===== src/rtl/mem_port_arbiter.sv =====
// rtl/mem_port_arbiter.sv - single RAM port arbiter between fetch and load/store sides
module mem_port_arbiter #(
    parameter int ADDR_W = 11,
    parameter int DATA_W = 32,
    parameter int RD_LAT = 2
) (
    input  logic              clk,
    input  logic              rst_n,
    input  logic              if_req,
    input  logic [ADDR_W-1:0] if_addr,
    output logic              if_gnt,
    output logic              if_rvalid,
    output logic [DATA_W-1:0] if_rdata,
    input  logic              ls_req,
    input  logic              ls_we,
    input  logic [ADDR_W-1:0] ls_addr,
    input  logic [DATA_W-1:0] ls_wdata,
    output logic              ls_gnt,
    output logic              ls_rvalid,
    output logic [DATA_W-1:0] ls_rdata,
    output logic [ADDR_W-1:0] ram_addr,
    output logic [DATA_W-1:0] ram_wdata,
    output logic              ram_w_en,
    input  logic [DATA_W-1:0] ram_rdata,
    output logic              busy
);

    typedef enum logic [1:0] {S_IDLE, S_ISSUE, S_WAIT, S_RESP} state_t;

    localparam logic [2:0] CNT_INIT = 3'(RD_LAT - 1);

    state_t            state_q, state_d;
    logic              owner_ls_q, owner_ls_d;
    logic              last_ls_q, last_ls_d;
    logic              we_q, we_d;
    logic [ADDR_W-1:0] addr_q, addr_d;
    logic [DATA_W-1:0] wdata_q, wdata_d;
    logic [2:0]        cnt_q, cnt_d;
    logic [DATA_W-1:0] if_rdata_q, if_rdata_d;
    logic [DATA_W-1:0] ls_rdata_q, ls_rdata_d;
    logic              pick_ls;

    always_comb begin
        state_d    = state_q;
        owner_ls_d = owner_ls_q;
        last_ls_d  = last_ls_q;
        we_d       = we_q;
        addr_d     = addr_q;
        wdata_d    = wdata_q;
        cnt_d      = cnt_q;
        if_rdata_d = if_rdata_q;
        ls_rdata_d = ls_rdata_q;
        pick_ls    = 1'b0;
        if_gnt     = 1'b0;
        ls_gnt     = 1'b0;
        if_rvalid  = 1'b0;
        ls_rvalid  = 1'b0;
        ram_addr   = '0;
        ram_wdata  = '0;
        ram_w_en   = 1'b0;

        case (state_q)
            S_IDLE: begin
                if (if_req || ls_req) begin
                    // On contention the side that did not own the previous access wins.
                    pick_ls    = ls_req && (!if_req || !last_ls_q);
                    owner_ls_d = pick_ls;
                    last_ls_d  = pick_ls;
                    we_d       = pick_ls && ls_we;
                    addr_d     = pick_ls ? ls_addr : if_addr;
                    wdata_d    = pick_ls ? ls_wdata : '0;
                    state_d    = S_ISSUE;
                end
            end
            S_ISSUE: begin
                if_gnt    = !owner_ls_q;
                ls_gnt    = owner_ls_q;
                ram_addr  = addr_q;
                ram_wdata = wdata_q;
                ram_w_en  = we_q;
                if (we_q) begin
                    state_d = S_IDLE;
                end else begin
                    cnt_d   = CNT_INIT;
                    state_d = S_WAIT;
                end
            end
            S_WAIT: begin
                ram_addr = addr_q;
                if (cnt_q == 3'd0) begin
                    if (owner_ls_q) begin
                        ls_rdata_d = ram_rdata;
                    end else begin
                        if_rdata_d = ram_rdata;
                    end
                    state_d = S_RESP;
                end else begin
                    cnt_d = cnt_q - 3'd1;
                end
            end
            S_RESP: begin
                if_rvalid = !owner_ls_q;
                ls_rvalid = owner_ls_q;
                state_d   = S_IDLE;
            end
            default: state_d = S_IDLE;
        endcase
    end

    always_ff @(posedge clk) begin
        if (!rst_n) begin
            state_q    <= S_IDLE;
            owner_ls_q <= 1'b0;
            last_ls_q  <= 1'b1;
            we_q       <= 1'b0;
            addr_q     <= '0;
            wdata_q    <= '0;
            cnt_q      <= 3'd0;
            if_rdata_q <= '0;
            ls_rdata_q <= '0;
        end else begin
            state_q    <= state_d;
            owner_ls_q <= owner_ls_d;
            last_ls_q  <= last_ls_d;
            we_q       <= we_d;
            addr_q     <= addr_d;
            wdata_q    <= wdata_d;
            cnt_q      <= cnt_d;
            if_rdata_q <= if_rdata_d;
            ls_rdata_q <= ls_rdata_d;
        end
    end

    assign if_rdata = if_rdata_q;
    assign ls_rdata = ls_rdata_q;
    assign busy     = (state_q != S_IDLE);

endmodule


===== config.mk =====
export PLATFORM = sky130hd
export DESIGN_NAME = mem_port_arbiter
export DESIGN_NICKNAME = d
export VERILOG_FILES = /design/src/rtl/mem_port_arbiter.sv
export SDC_FILE = /design/constraint.sdc
export NUM_CORES = 1
export LEC_CHECK = 0
export CORE_MARGIN = 2
export CORE_UTILIZATION = 30
export CTS_BUF_LIST = sky130_fd_sc_hd__clkbuf_8
export CTS_CLUSTER_SIZE = 12
export DETAILED_ROUTE_END_ITERATION = 8
export GPL_ROUTABILITY_DRIVEN = 0
export GPL_TIMING_DRIVEN = 0
export PLACE_DENSITY = 0.67
export SLEW_MARGIN = 15
export SYNTH_ARGS = -nofsm -noshare
export SYNTH_HDL_FRONTEND = slang
export SYNTH_SLANG_ARGS = --single-unit

===== constraint.sdc =====
create_clock -name clk -period 2 [get_ports clk]
set_clock_uncertainty 0.15 [all_clocks]
set_input_delay 0.4 -clock clk [delete_from_list [all_inputs] [get_ports clk]]
set_output_delay 0.4 -clock clk [all_outputs]
set_load 0.01 [all_outputs]

==> results.tsv, run 1 <==
stage	metric	value	unit
run_status	status	finished, violations left	
run_status	violations	negative setup slack	
clocking	clk_latency	0.44	ns
global_route	grt_first_pass_wirelength	21.82	mm
worst_setup_path	r2r_start	state_q[0]	
die	start_util	0.3057	
route	antenna_left	0	
pwr	power_density	804.0	nW/um^2
worst_hold_path	min_to	ls_rdata[5]	
clocking	clockRootBuffer	clkbuf_8	
worst_setup_path	slowest_stage	dfxtp_2	
sta	tightest_slew	0.4366	ns
sta	hold_violations	0	
worst_setup_path	start_kind	register	
synth	synth_seq_area_share	0.4973	
die	fp.dieH	128.2	um
worst_setup_path	cpPeakStageDelay	0.35	ns
route	vias	4408	
die	row_count	45	
route	initialDrtViolationCount	170	
worst_hold_path	min_path_cells	2	
pwr	leakagePower	0.002967	uW
synth	synth-edff-count	0	
finish	fin_nets	851	
clocking	cts.sinks	115	
global_route	grt_overflow_total	0	
finish	postLayoutCellArea	7543	sq um
sta	setup_violations	42	
pwr	netSwitchingFraction	0.2436	
worst_setup_path	cp_data_arrival_time	1.54	ns
synth	synthTopCellsByArea	dfxtp_1 50%, nand2_1 13%, a21boi_0 6.6%	
sta	slew-limit-headroom	0.7083	
synth	synth_cell_types	36	
pwr	power.switching	1477	uW
clocking	htree_levels	4	
synth	async_flop_share	0	
synth	yosys_warnings	0	
worst_setup_path	rr_worst_depth	8	
worst_setup_path	crit_path_end_kind	output pin	
die	fp.dieW	128.2	um
finish	drive_gt1_frac	0.2065	
route	routedWlPerCell	14.46	um
clocking	cts_tree	yes	
route	via_per_inst	4.625	
synth	synth_top_area_frac	0.4973	
synth	ys.flop_type	dfxtp_1	
clocking	clk_pin_slew_worst_paths	0.07	ns
synth	syn_area	4629	sq um
worst_hold_path	hp-start	ls_rdata[5]	
route	dr.pass1.iters	5	
worst_setup_path	cp.depth	6	
worst_setup_path	cp_max_fo	4	
clocking	cts_hold_buf	0	
flow_run	drv_cap	0	
sta	max_freq	479.1	MHz
clocking	cts_buffers	17	
die	core-area	15150	sq um
global_route	grt_pass1_vias	4519	
sta	holdWs	0.3079	ns
pwr	p_int	4588	uW
placed_design	place.detailed.hpwl	10.26	mm
die	io_pins	204	
placed_design	portBuffers	203	
pwr	power_frac_seq	0.411	
worst_setup_path	worstSetupPathType	register to output pin	
global_route	grt_max_degree	17	
worst_setup_path	crit_top_cell	buf_6	
pwr	pwr-share-clk	0.412	
worst_setup_path	reg2reg_to	if_rdata[17]	
global_route	grt_usage	0.1686	
worst_setup_path	cp_cell_sequence	inv_4 -> ha_4 -> buf_6 -> buf_6 -> and2_4 -> buf_6	
global_route	antenna_found_initial	0	
worst_setup_path	rrSetupSlack	0.13	ns
route	routed_wl	13.78	mm
sta	period_share	1.044	
clocking	cts_buffer_depth	2	
synth	synth_cells	520	
sta	maxSlewViolCount	0	
sta	layout_min_cycle_time	2.087	ns
finish	num_antenna_cells	0	
die	die-area	16440	sq um
synth	synth-seq-cells	115	
worst_setup_path	critPathTopFamily	buffers and inverters	
synth	syn_nets	619	
pwr	combPwrFrac	0.177	
route	drc_errors	0	
worst_setup_path	cp_num_buf_inv	4	
sta	finalWorstSetupSlack	-0.08725	ns
placed_design	place_area	6897	sq um
worst_hold_path	hp-class	register to register	
sta	rsz0062_at_grt	true	
synth	syn_avg_cell_area	8.903	sq um
worst_setup_path	cp.required	1.45	ns
finish	area_delta_synth_final	62.95	%
synth	yosysTopAreaCell	dfxtp_1	
pwr	ir_drop	0.3986	mV
[layer usage]
metal	track usage	share of wire
met1	0.1862	0.42
met2	0.2929	0.48
met3	0.06302	0.085
met5	0	0
met4	0.06658	0.016
[kinds of logic after synthesis]
kind of cell               synth area share
DFF                                  0.4973
buffers and inverters               0.05324
AOI/OAI and AO/OA                    0.2173
and+or+nand+nor                      0.2084
adders and majority gates           0.02162
muxes                              0.002162
[state kept, by name, summed over array words and instances, names as in the netlist, named ones only]
register    count
addr_q         11
cnt_q           3
if_rdata       32
last_ls_q       1
ls_rdata       32
owner_ls_q      1
state_q         1
wdata_q        32
we_q            1
[synthesized netlist by cell type (3+ instances only)]
| master | count |
|---|---|
| o21ai_0 | 12 |
| buf_6 | 4 |
| dfxtp_1 | 115 |
| buf_4 | 5 |
| clkbuf_1 | 13 |
| a22o_1 | 33 |
| a21boi_0 | 41 |
| a21boi_1 | 23 |
| a31oi_1 | 11 |
| nand2_1 | 155 |
| inv_1 | 7 |
| nand3b_1 | 3 |
| ha_1 | 8 |
| buf_2 | 15 |
| nor2b_1 | 5 |
| and2_1 | 46 |
[power by group through the flow]
stage | Combinational, uW | Clock [uW] | Sequential (uW)
6_report | 1070 | 2500 | 2490
5_1_grt | 1170 | 2670 | 2510
3_5_place_dp | 925 | 0 | 2530
2_1_floorplan | 437 | 0 | 2520
3_3_place_gp | 906 | 0 | 2520
4_1_cts | 1030 | 2560 | 2490
[area by class of cell]
type | instances | area (sq um)
multi-input combinational | 358 | 2176
clock buffer | 20 | 275.3
inverter | 7 | 31.28
buffer | 40 | 292.8
fill | 1442 | 7602
sequential | 115 | 2308
tap | 188 | 235.2
timing repair buffer | 213 | 2041
clock inverter | 12 | 183.9
[worst reg2reg max path, cell delays in order (launching register included)]
cell and delay (ns):
dfxtp_4 0.39, inv_4 0.05, buf_4 0.14, ha_1 0.18
clkbuf_4 0.18, nand3b_1 0.20, clkbuf_4 0.25, nand2_1 0.08
a21boi_1 0.16
[placed cells by master (no fill, tap or decap), types with 2 or more instances in the layout]
| cell type | count |
|---|---|
| inv_1 | 6 |
| clkbuf_8 | 22 |
| clkbuf_1 | 8 |
| o22ai_1 | 2 |
| clkbuf_4 | 4 |
| inv_4 | 2 |
| nor2b_1 | 5 |
| a31oi_1 | 11 |
| a21boi_0 | 38 |
| buf_2 | 32 |
| clkinv_2 | 6 |
| and3_1 | 2 |
| bufinv_16 | 5 |
| o21ai_0 | 12 |
| ha_1 | 5 |
| clkdlybuf4s50_1 | 154 |
| buf_4 | 11 |
| buf_6 | 34 |
| a22o_1 | 33 |
| buf_8 | 4 |
| ha_4 | 2 |
| nand3b_1 | 3 |
| dfxtp_1 | 112 |
| dfxtp_2 | 2 |
| and2_4 | 25 |
| a21boi_1 | 26 |
| clkbuf_2 | 3 |
| nand2_1 | 155 |
| nor2_1 | 2 |
| and2_1 | 21 |
[timing repair]
action / in CTS / in global routing
setup endpoints to repair: 57 / 87
pin swaps: 23 / 4
gates cloned: 2 / 0
gates resized for setup: 265 / 38
buffers inserted: 6 / 2
[worst max-delay path by stage]
stage	from	to	slack [ns]
after detailed placement	state_q[0]	ram_addr[7]	-0.43
final	register	ls_gnt	-0.09
after global placement	register	ram_wdata[9]	-0.43
after global routing	register	ls_gnt	-0.16
after CTS	register	ram_wdata[9]	-0.13
after floorplan	state_q[0]	ram_addr[0]	0.33
[metrics by stage]
step | setup TNS (ns) | util | power (uW) | setup slack [ns] | cells
3_3_place_gp | -18.63 | 0.4553 | 3429 | -0.4274 | 911
4_1_cts | -3.456 | 0.4911 | 6080 | -0.1331 | 951
2_1_floorplan | 0 | - | 2956 | 0.3281 | 520
6_report | -1.561 | 0.4981 | 6065 | -0.08725 | 953
5_1_grt | -4.501 | 0.4981 | 6344 | -0.1555 | 953
3_5_place_dp | -22.37 | 0.4553 | 3452 | -0.4278 | 911
No activity file was read; power rests on OpenSTA's default activity.
==> inputs of run 2 (changes only) <==
SLEW_MARGIN = 40   (was 15)
==> results of run 2 <==
Same layout as run 1: the final DEF is identical, and so are final timing and power.
